[src/rtl/vec_check_sequencer_pkg.sv]
// Shared types for the vector check sequencer: FSM state encoding and the
// per-run verdict record.
package vec_check_pkg;

  localparam int unsigned VCS_CNT_W = 16;

  typedef enum logic [2:0] {
    ST_IDLE,
    ST_FETCH,
    ST_SETTLE,
    ST_CHECK,
    ST_DONE
  } state_t;

  typedef struct packed {
    logic [VCS_CNT_W-1:0] cnt;
    logic [VCS_CNT_W-1:0] fail_cnt;
    logic [VCS_CNT_W-1:0] first_idx;
  } verdict_t;

endpackage

[src/rtl/vec_check_sequencer_if.sv]
// Valid/ready vector stream from a vector source (ROM or bench) into the sequencer.
interface vec_check_sequencer_if #(
  parameter int unsigned STIM_W = 9,
  parameter int unsigned OUT_W  = 1
) ();
  logic              vec_valid;
  logic              vec_ready;
  logic [STIM_W-1:0] vec_stim;
  logic [OUT_W-1:0]  vec_exp;
  logic [OUT_W-1:0]  vec_mask;
  logic              vec_last;

  modport master (
    output vec_valid, vec_stim, vec_exp, vec_mask, vec_last,
    input  vec_ready
  );

  modport slave (
    input  vec_valid, vec_stim, vec_exp, vec_mask, vec_last,
    output vec_ready
  );
endinterface

[src/rtl/vec_check_sequencer_settle.sv]
// Settle-window down-counter: loaded on the vector handshake, raises zero_o once
// the DUT has had SETTLE full cycles to respond.
module vcs_settle_timer #(
  parameter int unsigned SETTLE = 2
) (
  input  logic clk,
  input  logic rst_n,
  input  logic load_i,
  input  logic en_i,
  output logic zero_o
);
  localparam int unsigned     TW       = $clog2(SETTLE + 1);
  localparam logic [TW-1:0]   LOAD_VAL = TW'(SETTLE - 1);

  logic [TW-1:0] cnt_q;
  logic [TW-1:0] cnt_d;

  always_comb begin
    cnt_d = cnt_q;
    if (load_i) begin
      cnt_d = LOAD_VAL;
    end else if (en_i && (cnt_q != '0)) begin
      cnt_d = cnt_q - TW'(1);
    end
  end

  always_ff @(posedge clk) begin
    if (!rst_n) begin
      cnt_q <= '0;
    end else begin
      cnt_q <= cnt_d;
    end
  end

  assign zero_o = (cnt_q == '0);
endmodule

[src/rtl/vec_check_sequencer.sv]
// Applies stimulus vectors to a combinational block, samples its output after a
// settle window and keeps masked pass/fail statistics plus a first-failure record.
module vec_check_sequencer
  import vec_check_pkg::*;
#(
  parameter int unsigned STIM_W       = 9,
  parameter int unsigned OUT_W        = 1,
  parameter int unsigned SETTLE       = 2,
  parameter int unsigned CNT_W        = 16,
  parameter bit          STOP_ON_FAIL = 1'b1
) (
  input  logic                 clk,
  input  logic                 rst_n,
  input  logic                 start_i,
  vec_check_sequencer_if.slave src,
  output logic [STIM_W-1:0]    dut_stim_o,
  input  logic [OUT_W-1:0]     dut_out_i,
  output logic                 busy_o,
  output logic                 done_o,
  output logic                 pass_o,
  output logic                 err_pulse_o,
  output logic [CNT_W-1:0]     vec_cnt_o,
  output logic [CNT_W-1:0]     fail_cnt_o,
  output logic [CNT_W-1:0]     first_fail_idx_o,
  output logic [OUT_W-1:0]     first_fail_got_o
);
  localparam logic [CNT_W-1:0] CNT_MAX = {CNT_W{1'b1}};

  state_t              state_q, state_d;
  logic [STIM_W-1:0]   stim_q, stim_d;
  logic [OUT_W-1:0]    exp_q, exp_d;
  logic [OUT_W-1:0]    mask_q, mask_d;
  logic                last_q, last_d;
  logic [CNT_W-1:0]    vec_cnt_q, vec_cnt_d;
  logic [CNT_W-1:0]    fail_cnt_q, fail_cnt_d;
  logic [CNT_W-1:0]    ff_idx_q, ff_idx_d;
  logic [OUT_W-1:0]    ff_got_q, ff_got_d;
  logic                done_q, done_d;
  logic                pass_q, pass_d;
  logic                err_q, err_d;
  logic                timer_load;
  logic                timer_zero;
  logic                mismatch;

  vcs_settle_timer #(.SETTLE(SETTLE)) u_settle (
    .clk    (clk),
    .rst_n  (rst_n),
    .load_i (timer_load),
    .en_i   (state_q == ST_SETTLE),
    .zero_o (timer_zero)
  );

  assign mismatch = |((dut_out_i ^ exp_q) & mask_q);

  always_comb begin
    // NOTE: every next-state value defaults to its held value first, so no branch
    // of the case below can leave one unassigned and infer a latch.
    state_d    = state_q;
    stim_d     = stim_q;
    exp_d      = exp_q;
    mask_d     = mask_q;
    last_d     = last_q;
    vec_cnt_d  = vec_cnt_q;
    fail_cnt_d = fail_cnt_q;
    ff_idx_d   = ff_idx_q;
    ff_got_d   = ff_got_q;
    done_d     = done_q;
    pass_d     = pass_q;
    err_d      = 1'b0;
    timer_load = 1'b0;

    unique case (state_q)
      ST_IDLE, ST_DONE: begin
        if (start_i) begin
          state_d    = ST_FETCH;
          vec_cnt_d  = '0;
          fail_cnt_d = '0;
          ff_idx_d   = '0;
          ff_got_d   = '0;
          done_d     = 1'b0;
          pass_d     = 1'b0;
        end
      end
      ST_FETCH: begin
        if (src.vec_valid) begin
          stim_d     = src.vec_stim;
          exp_d      = src.vec_exp;
          mask_d     = src.vec_mask;
          last_d     = src.vec_last;
          timer_load = 1'b1;
          state_d    = ST_SETTLE;
        end
      end
      ST_SETTLE: begin
        if (timer_zero) state_d = ST_CHECK;
      end
      ST_CHECK: begin
        vec_cnt_d = (vec_cnt_q == CNT_MAX) ? vec_cnt_q : vec_cnt_q + CNT_W'(1);
        if (mismatch) begin
          err_d      = 1'b1;
          fail_cnt_d = (fail_cnt_q == CNT_MAX) ? fail_cnt_q : fail_cnt_q + CNT_W'(1);
          if (fail_cnt_q == '0) begin
            ff_idx_d = vec_cnt_q;
            ff_got_d = dut_out_i;
          end
        end
        if (last_q || (mismatch && STOP_ON_FAIL)) begin
          state_d = ST_DONE;
          done_d  = 1'b1;
          pass_d  = (fail_cnt_q == '0) && !mismatch;
        end else begin
          state_d = ST_FETCH;
        end
      end
      default: state_d = ST_IDLE;
    endcase
  end

  always_ff @(posedge clk) begin
    // NOTE: state is updated with non-blocking assignments so every register
    // samples pre-edge values regardless of process evaluation order.
    if (!rst_n) begin
      state_q    <= ST_IDLE;
      stim_q     <= '0;
      exp_q      <= '0;
      mask_q     <= '0;
      last_q     <= 1'b0;
      vec_cnt_q  <= '0;
      fail_cnt_q <= '0;
      ff_idx_q   <= '0;
      ff_got_q   <= '0;
      done_q     <= 1'b0;
      pass_q     <= 1'b0;
      err_q      <= 1'b0;
    end else begin
      state_q    <= state_d;
      stim_q     <= stim_d;
      exp_q      <= exp_d;
      mask_q     <= mask_d;
      last_q     <= last_d;
      vec_cnt_q  <= vec_cnt_d;
      fail_cnt_q <= fail_cnt_d;
      ff_idx_q   <= ff_idx_d;
      ff_got_q   <= ff_got_d;
      done_q     <= done_d;
      pass_q     <= pass_d;
      err_q      <= err_d;
    end
  end

  assign src.vec_ready     = (state_q == ST_FETCH);
  assign busy_o            = (state_q == ST_FETCH) || (state_q == ST_SETTLE) ||
                             (state_q == ST_CHECK);
  assign dut_stim_o        = stim_q;
  assign done_o            = done_q;
  assign pass_o            = pass_q;
  assign err_pulse_o       = err_q;
  assign vec_cnt_o         = vec_cnt_q;
  assign fail_cnt_o        = fail_cnt_q;
  assign first_fail_idx_o  = ff_idx_q;
  assign first_fail_got_o  = ff_got_q;
endmodule

[src/flat_wrapper.sv]
// flat-port wrapper written by rule: the top's interface ports become plain ports
module vec_check_sequencer_flat import vec_check_pkg::*;
#(
  parameter int unsigned STIM_W       = 9,
  parameter int unsigned OUT_W        = 1,
  parameter int unsigned SETTLE       = 2,
  parameter int unsigned CNT_W        = 16,
  parameter bit          STOP_ON_FAIL = 1'b1
)
  (clk, rst_n, start_i, dut_stim_o, dut_out_i, busy_o, done_o, pass_o, err_pulse_o, vec_cnt_o, fail_cnt_o, first_fail_idx_o, first_fail_got_o, src_vec_valid, src_vec_stim, src_vec_exp, src_vec_mask, src_vec_last, src_vec_ready);
  vec_check_sequencer_if #(.STIM_W(STIM_W), .OUT_W(OUT_W)) src_i ();
  input  logic clk;
  input  logic rst_n;
  input  logic start_i;
  output logic [STIM_W-1:0] dut_stim_o;
  input  logic [OUT_W-1:0] dut_out_i;
  output logic busy_o;
  output logic done_o;
  output logic pass_o;
  output logic err_pulse_o;
  output logic [CNT_W-1:0] vec_cnt_o;
  output logic [CNT_W-1:0] fail_cnt_o;
  output logic [CNT_W-1:0] first_fail_idx_o;
  output logic [OUT_W-1:0] first_fail_got_o;
  input wire logic [$bits(src_i.vec_valid)-1:0] src_vec_valid;
  input wire logic [$bits(src_i.vec_stim)-1:0] src_vec_stim;
  input wire logic [$bits(src_i.vec_exp)-1:0] src_vec_exp;
  input wire logic [$bits(src_i.vec_mask)-1:0] src_vec_mask;
  input wire logic [$bits(src_i.vec_last)-1:0] src_vec_last;
  output wire logic [$bits(src_i.vec_ready)-1:0] src_vec_ready;
  assign src_i.vec_valid = src_vec_valid;
  assign src_i.vec_stim = src_vec_stim;
  assign src_i.vec_exp = src_vec_exp;
  assign src_i.vec_mask = src_vec_mask;
  assign src_i.vec_last = src_vec_last;
  assign src_vec_ready = src_i.vec_ready;
  vec_check_sequencer #(.STIM_W(STIM_W), .OUT_W(OUT_W), .SETTLE(SETTLE), .CNT_W(CNT_W), .STOP_ON_FAIL(STOP_ON_FAIL)) u_core (.clk(clk), .rst_n(rst_n), .start_i(start_i), .src(src_i), .dut_stim_o(dut_stim_o), .dut_out_i(dut_out_i), .busy_o(busy_o), .done_o(done_o), .pass_o(pass_o), .err_pulse_o(err_pulse_o), .vec_cnt_o(vec_cnt_o), .fail_cnt_o(fail_cnt_o), .first_fail_idx_o(first_fail_idx_o), .first_fail_got_o(first_fail_got_o));
endmodule
[config.mk]
export PLATFORM = sky130hd
export DESIGN_NAME = vec_check_sequencer_flat
export DESIGN_NICKNAME = d
export VERILOG_FILES = /design/src/rtl/vec_check_sequencer_pkg.sv /design/src/rtl/vec_check_sequencer_if.sv /design/src/rtl/vec_check_sequencer_settle.sv /design/src/rtl/vec_check_sequencer.sv /design/src/flat_wrapper.sv
export SDC_FILE = /design/constraint.sdc
export NUM_CORES = 1
export LEC_CHECK = 0
export ABC_CLOCK_PERIOD_IN_PS = 1700
export CORE_UTILIZATION = 50
export CTS_CLUSTER_SIZE = 12
export DETAILED_ROUTE_END_ITERATION = 6
export DONT_BUFFER_PORTS = 1
export PLACE_DENSITY = 0.68
export SYNTH_ARGS = -nofsm -noshare
export SYNTH_HDL_FRONTEND = slang
export SYNTH_SLANG_ARGS = --single-unit
[constraint.sdc]
create_clock -name clk -period 1.7 [get_ports clk]
set_input_delay 0.085 -clock clk [delete_from_list [all_inputs] [get_ports clk]]
set_output_delay 0.085 -clock clk [all_outputs]
set_load 0.02 [all_outputs]
==> results of run 1 <==
[Yosys cell counts, drive strengths merged, types with 3 or more instances]
master | count | area share (%)
nand3 | 21 | 3.5
clkbuf | 17 | 1.9
a21oi | 30 | 4.5
a41oi | 4 | 1.1
o21ai | 26 | 4.0
ha | 4 | 1.5
dfxtp | 69 | 41
nor4b | 3 | 0.79
nand2 | 55 | 6.3
nor4 | 9 | 2.1
nor2 | 32 | 3.6
o31a | 3 | 0.83
nor3 | 11 | 1.8
a211o | 3 | 0.79
a32oi | 17 | 4.5
nand3b | 4 | 1.3
and4 | 3 | 0.79
a31oi | 8 | 1.5
nor3b | 3 | 0.83
buf | 13 | 2.2
inv | 7 | 0.79
nand4 | 11 | 2.6
and3 | 5 | 1.1
or3 | 4 | 0.90
[area by class of cell]
class / count / area, µm²
clock inverter: 4 / 23.8
multi-input combinational: 292 / 2020
clock buffer: 12 / 145
fill: 509 / 1800
timing repair buffer: 99 / 845
sequential: 69 / 1420
inverter: 8 / 35.0
tap: 77 / 96.3
[layer usage]
layer  up-vias  wire [µm]  share of wire (%)
met4         0        239                2.4
met5         -          0                  0
li1       1649          -                  -
met3        22        804                8.0
met2       155       4670                 47
met1      1645       4300                 43
[power by group]
| group | internal, mW | switching, mW | total [mW] |
|---|---|---|---|
| clock network | 0.566 | 0.629 | 1.19 |
| registers | 1.63 | 0.0359 | 1.67 |
| logic | 0.144 | 0.221 | 0.366 |
| total | 2.34 | 0.886 | 3.23 |
[cell families (layout without fill, tap and decap cells)]
family | count (synthesis) | after routing | share of synthesized area (%)
adders and majority gates | 4 | 4 | 1.50
AOI/OAI and AO/OA | 108 | 108 | 21.7
xor gates and xnor gates | 3 | 3 | 0.789
buffers and inverters | 38 | 123 | 5.03
DFF | 69 | 69 | 41.5
and+or+nand+nor | 174 | 174 | 28.6
muxes | 3 | 3 | 0.939
[flip-flops by register name, summed over array words and instances, names as in the netlist]
signal                   flops
u_core.done_o                1
u_core.dut_stim_o            9
u_core.err_pulse_o           1
u_core.exp_q                 1
u_core.fail_cnt_o           16
u_core.first_fail_got_o      1
u_core.first_fail_idx_o     16
u_core.last_q                1
u_core.mask_q                1
u_core.pass_o                1
u_core.state_q               3
u_core.u_settle.cnt_q        2
u_core.vec_cnt_o            16
[repair_timing]
item	CTS	global route
gates resized for setup	7	41
endpoints found under the hold margin	20	0
gates cloned	0	2
hold buffers	15	0
pin swaps	7	31
endpoints found under the setup margin	15	38
buffers inserted	2	5
[placed cells by master (no fill, tap or decap), types with 3 or more instances in the layout]
cell            n
buf_4          79
dfxtp_1        53
nand2_1        52
nor2_1         31
a21oi_1        30
o21ai_0        18
nand3_1        17
dlygate4sd3_1  15
a32oi_1        10
clkbuf_8       10
nor3_1          9
dfxtp_2         9
nand4_1         8
a31oi_1         7
o21ai_1         7
a32oi_2         7
dfxtp_4         7
nor4_1          6
inv_1           5
nand2_2         3
and3_1          3
nand4_4         3
or3_4           3
a211o_1         3
nand3b_1        3
clkinv_2        3
[metrics by stage]
| stage | utilization (%) | cell area (µm²) | hold WS [ns] | total power [mW] |
|---|---|---|---|---|
| finish | 71.8 | 4590 | 0.0240 | 3.23 |
| global route | 71.8 | 4590 | 0.0351 | 3.33 |
| CTS | 67.3 | 4300 | 0.0367 | 3.22 |
| detailed placement | 61.8 | 3940 | 0.215 | 2.01 |
| global placement | 61.8 | 3940 | 0.213 | 2.01 |
| floorplan | - | 3390 | 0.221 | 1.90 |
[critical path: stages, from the launching register on]
cell and delay, ns:
dfxtp_1 0.37, nor4_1 0.33, and4_4 0.31, nand3_4 0.12
clkbuf_16 0.19, a32oi_1 0.19, nor2_1 0.06
[final timing paths]
kind,cells after the start,start,endpoint,slack (ns)
setup / recovery,6,u_core.fail_cnt_o[15],u_core.first_fail_idx_o[3],-0.0008
hold / removal,3,rst_n,u_core.vec_cnt_o[2],0.02
setup reg to reg,6,u_core.fail_cnt_o[15],u_core.first_fail_idx_o[3],-0.0008
hold reg to reg,2,u_core.exp_q,u_core.exp_q,0.49
==> metrics.yaml, run 1 <==
timing:
  hold_viol_final: 0
  rsz0062_at_grt: "yes"
  setup_viol: 2
  final.min_clock_period_ns: 1.70
  timing.fmax_mhz: 588
  tightest_slew_ns: 0.482
  min_period_over_period_pct: 100
  layout_setup_ws_ns: -0.000759
  skew_ns: 0.0128
  slew_headroom_pct: 67.9
  setup_tns_ns: -0.000992
  slew_violations: 0
clocking:
  root_buffer: "clkbuf_8"
  numClockSinks: 69
  cts_max_level: 3
  tritoncts: "yes"
  cts_buffer_depth: 2
  clkTransAtPathRegs_ns: 0.08
  numCtsBuffers: 9
  clk_latency_ns: 0.35
logic_synthesis:
  netlist-cell-type-count: 66
  async_reset_ff_share_pct: 0
  syn-num-nets: 420
  synth_edf_count: 0
  syn_avg_cell_area_um2: 8.35
  syn_inst: 399
  synth_warnings: 0
  ys.flop_type: "dfxtp_1"
  synth_seq_cells: 69
  yosysSeqAreaShare_pct: 41.5
  syn_area_mm2: 0.00333
final_layout:
  layout-area-overhead-vs-synth_pct: 37.8
  instances_no_fill: 561
  drive_above_1_share_pct: 33.9
  antenna_cells: 0
  fin_nets: 500
setup_path:
  cp.arrival_ns: 1.93
  worstPathMaxFanout: 5
  critPathRequiredTime_ns: 1.93
  crit_type: "flip-flop to flip-flop"
  timing.critical_path.to_type: "flip-flop"
  worst_setup_path_start_kind: "flip-flop"
floorplanning:
  rows: 29
  core_mm2: 0.00639
  num_io_pins: 80
  die_h_um: 83.6
  initial_core_util_pct: 52.2
  die_w_um: 83.6
  dieArea_mm2: 0.00699
placed_design:
  dp_hpwl_mm: 6.51
  gp_congestion: 0.891
  dp.cells: 522
  post-place-ws_ns: -0.0604
  portBuffers: 0
drt:
  drt_iter0_drc: 228
  drc: 0
  vias: 3471
  wl_per_cell_um: 17.8
  first_pass_iters: 5
  drt-total-wl_mm: 10.0
  vias_per_cell: 6.19
  ant_nets: 0
power_and_ir_drop:
  p_leak_nw: 1.81
  p_per_area_mw_per_mm2: 703
  ir_worst_vdd_mv: 0.615
grt:
  grt_overflow: 0
  grt_start_max_net_pins: 44
  grt_pass1_vias: 3325
  grt_use_met3_pct: 5.34
  grt_pass1_wl_mm: 15.8
  grtUsageMet1_pct: 36.4
  antenna_found_initial: 0
  grtUsageMet2_pct: 46.4
  gr-max-usage-layer: "met2"
  grt_use_total_pct: 28.3
job:
  cap_viol_max_count: 0
worst_hold_path:
  hold_path.class: "input pin to flip-flop"
run_status:
  status: "finished, violations left"
  violations: "setup timing"
Power figures use the tool's default switching activity.
==> run 2, diff against run 1 <==
--- a/config.mk
+++ b/config.mk
@@ -6,11 +6,12 @@
 export NUM_CORES = 1
 export LEC_CHECK = 0
 export ABC_CLOCK_PERIOD_IN_PS = 1700
-export CORE_UTILIZATION = 50
+export CORE_MARGIN = 4
+export CORE_UTILIZATION = 25
 export CTS_CLUSTER_SIZE = 12
 export DETAILED_ROUTE_END_ITERATION = 6
 export DONT_BUFFER_PORTS = 1
-export PLACE_DENSITY = 0.68
+export PLACE_DENSITY = 0.47
 export SYNTH_ARGS = -nofsm -noshare
 export SYNTH_HDL_FRONTEND = slang
 export SYNTH_SLANG_ARGS = --single-unit
==> run 2 against run 1 <==
  * Combinational power about the same
  * Critical path depth increased by 2
  * Non-clock buffer count increased by 11
  * Via count decreased by 4.4%
  * Flip-flop and latch count unchanged
  * Maximum frequency decreased by 5.1%
  * First-iteration DRC count decreased by 15%
  * Power increased by 24%
  * Largest cell class unchanged
  * Count of clock-buffer cells in the layout decreased by 1
  * Die area increased by 120%
  * Global-route usage decreased by 13 points
  * The flow still finishes with violations (setup timing)
==> metrics.yaml, run 2 (same netlist as run 1, synthesis figures left out) <==
run_status:
  status: "finished, violations left"
  violations: "setup timing"
floorplanning:
  dieArea_mm2: 0.0152  # +120%
  die_w_um: 123  # +48%
  num_io_pins: 80  # unchanged
  initial_core_util_pct: 26.0  # -26 points
  rows: 41  # +41%
  die_h_um: 123  # +48%
  core_mm2: 0.0128  # +100%
drt:
  first_pass_iters: 4  # -1
  wl_per_cell_um: 17.3  # -2.9%
  drt-total-wl_mm: 11.5  # +15%
  ant_nets: 0  # unchanged
  vias: 3320  # -4.4%
  drt_iter0_drc: 193  # -15%
  vias_per_cell: 4.98  # -19%
  drc: 0  # unchanged
job:
  cap_viol_max_count: 0  # unchanged
clocking:
  cts_max_level: 3  # unchanged
  root_buffer: "clkbuf_16"
  cts_buffer_depth: 2  # unchanged
  numClockSinks: 69  # unchanged
  tritoncts: "yes"
  clkTransAtPathRegs_ns: 0.06  # -0.02 ns
  clk_latency_ns: 0.34  # about the same
  numCtsBuffers: 9  # unchanged
setup_path:
  r2r_slack_ns: -0.09  # -0.09 ns
  worst_setup_path_start_kind: "flip-flop"
  reg2reg_from: "u_core.fail_cnt_o[6]"
  reg2regPathDepth: 8  # +2
  crit_type: "flip-flop to flip-flop"
  crit_end: "u_core.fail_cnt_o[7]"
  cp-startpoint: "u_core.fail_cnt_o[6]"
  worstPathMaxFanout: 4  # -1
  timing.critical_path.to_type: "flip-flop"
  cp.arrival_ns: 2.07  # +0.14 ns
  critPathRequiredTime_ns: 1.98  # +0.05 ns
  worst_r2r_endpoint: "u_core.fail_cnt_o[7]"
grt:
  grt_use_total_pct: 15.2  # -13 points
  grt_pass1_vias: 3264  # -1.8%
  grt_pass1_wl_mm: 17.8  # +12%
  antenna_found_initial: 0  # unchanged
  grt_overflow: 0  # unchanged
  grt_start_max_net_pins: 44  # unchanged
final_layout:
  final_cell_mix: "buf_4 (90), dfxtp_1 (53), nand2_1 (51), nor2_1 (32), a21oi_1 (28)"
  layout-area-overhead-vs-synth_pct: 44.7
  drive_above_1_share_pct: 34.6  # +0.73 points
  fin_nets: 511  # +2.2%
  multiInputGateArea_mm2: 0.00195  # -3.7%
  instances_no_fill: 666  # +19%
  final_common_cell: "buf_4"
  post-route-util_pct: 37.6  # -34 points
  seqCellArea_mm2: 0.00141  # -0.71%
  fillers: 1315  # +160%
  final_area_mm2: 0.00482  # +5.1%
  antenna_cells: 0  # unchanged
timing:
  tightest_slew_ns: 0.520  # +0.0384 ns
  layout_setup_ws_ns: -0.0927  # -0.0919 ns
  slew_violations: 0  # unchanged
  slew_headroom_pct: 65.3  # -2.6 points
  final.min_clock_period_ns: 1.79  # +0.0919 ns
  timing.fmax_mhz: 558  # -5.1%
  setup_viol: 5  # +3
  min_period_over_period_pct: 105  # +5.4 points
  skew_ns: 0.00487  # -0.00791 ns
  hold_slack_ns: 0.0514  # +0.0273 ns
  hold_viol_final: 0  # unchanged
  rsz0062_at_grt: "yes"
power_and_ir_drop:
  p_leak_nw: 1.86  # +2.8%
  seqPwrFrac_pct: 41.8  # -9.9 points
  p_int_mw: 3.04  # +30%
  power.share.clock_pct: 49.0  # +12 points
  p_sw_share_pct: 24.2  # -3.3 points
  ir_worst_vdd_mv: 0.435  # -29%
  p_switching_uw: 968  # +9.3%
  combPwrFrac_pct: 9.2  # -2.1 points
  p_per_area_mw_per_mm2: 830  # +18%
placed_design:
  gp_congestion: 0.804  # -9.7%
  portBuffers: 0  # unchanged
  place_area_mm2: 0.00413  # +4.7%
  dp.cells: 626  # +20%
  dp_hpwl_mm: 8.01  # +23%
  post-place-ws_ns: -0.269  # -0.209 ns
worst_hold_path:
  hold_path.class: "input pin to flip-flop"
==> run 2: cell count changes in the layout (fill, tap and decap cells not counted), moves of 3 or more <==
cell,previous run,this run
buf_4,79,90
clkbuf_8,10,1
clkbuf_16,2,10
a32oi_1,10,17
a32oi_2,7,0
dfxtp_2,9,13
dfxtp_4,7,3
o21ai_0,18,21
o21ai_1,7,4
==> run 2: worst min path at each step <==
stage	start	to	depth (start not counted)
global placement	rst_n	u_core.state_q[0]	2
finish	rst_n	u_core.vec_cnt_o[2]	3
detailed placement	rst_n	u_core.state_q[0]	2
floorplan	src_vec_exp	u_core.exp_q	2
CTS	rst_n	u_core.vec_cnt_o[2]	3
global route	rst_n	u_core.vec_cnt_o[2]	3
==> run 2: what timing repair did <==
| item | 4_1_cts | 5_1_grt |
|---|---|---|
| setup buffers | 2 | 10 |
| pin swaps | 5 | 6 |
| endpoints found under the hold margin | 20 | 0 |
| gates resized for setup | 5 | 26 |
| endpoints found under the setup margin | 27 | 36 |
| hold buffers | 15 | 0 |
==> run 2: cell type report <==
cell class	count	area share, %
Multi-Input combinational cell	292	40.4
Clock inverter	4	0.934
Inverter	8	0.623
Timing Repair Buffer	110	18.8
Tap cell	172	4.46
Clock buffer	11	5.48
Sequential cell	69	29.2
==> run 2: metrics by stage <==
stage	TNS [ns]	total power, mW
finish	-0.333	4.00
global route	-2.12	4.16
CTS	0	4.06
detailed placement	-1.12	2.04
global placement	-0.715	2.03
floorplan	-0.0853	1.90
==> run 2: power groups by stage <==
stage          sequential [mW]  clock [mW]  combinational [mW]
6_report                  1.67        1.96               0.368
5_1_grt                   1.68        2.08               0.409
4_1_cts                   1.67        2.02               0.366
3_5_place_dp              1.71           0               0.329
3_3_place_gp              1.71           0               0.324
2_1_floorplan             1.70           0               0.198
==> run 2: routing by layer <==
layer  track usage [%]  part of all wire [%]  vias up
li1                  -                     -     1659
met4              6.16                  0.86        0
met5                 0                     0        -
met2              24.3                    47       82
met3              5.22                   7.8        6
met1              18.7                    45     1573
==> run 2: critical path: stages (launching register included) <==
cell and delay [ns]:
dfxtp_4 0.37, nand4_4 0.12, buf_6 0.13, nor4_4 0.04, buf_4 0.14, buf_4 0.12, or4_4 0.41, or3_4 0.34
nand3_2 0.06
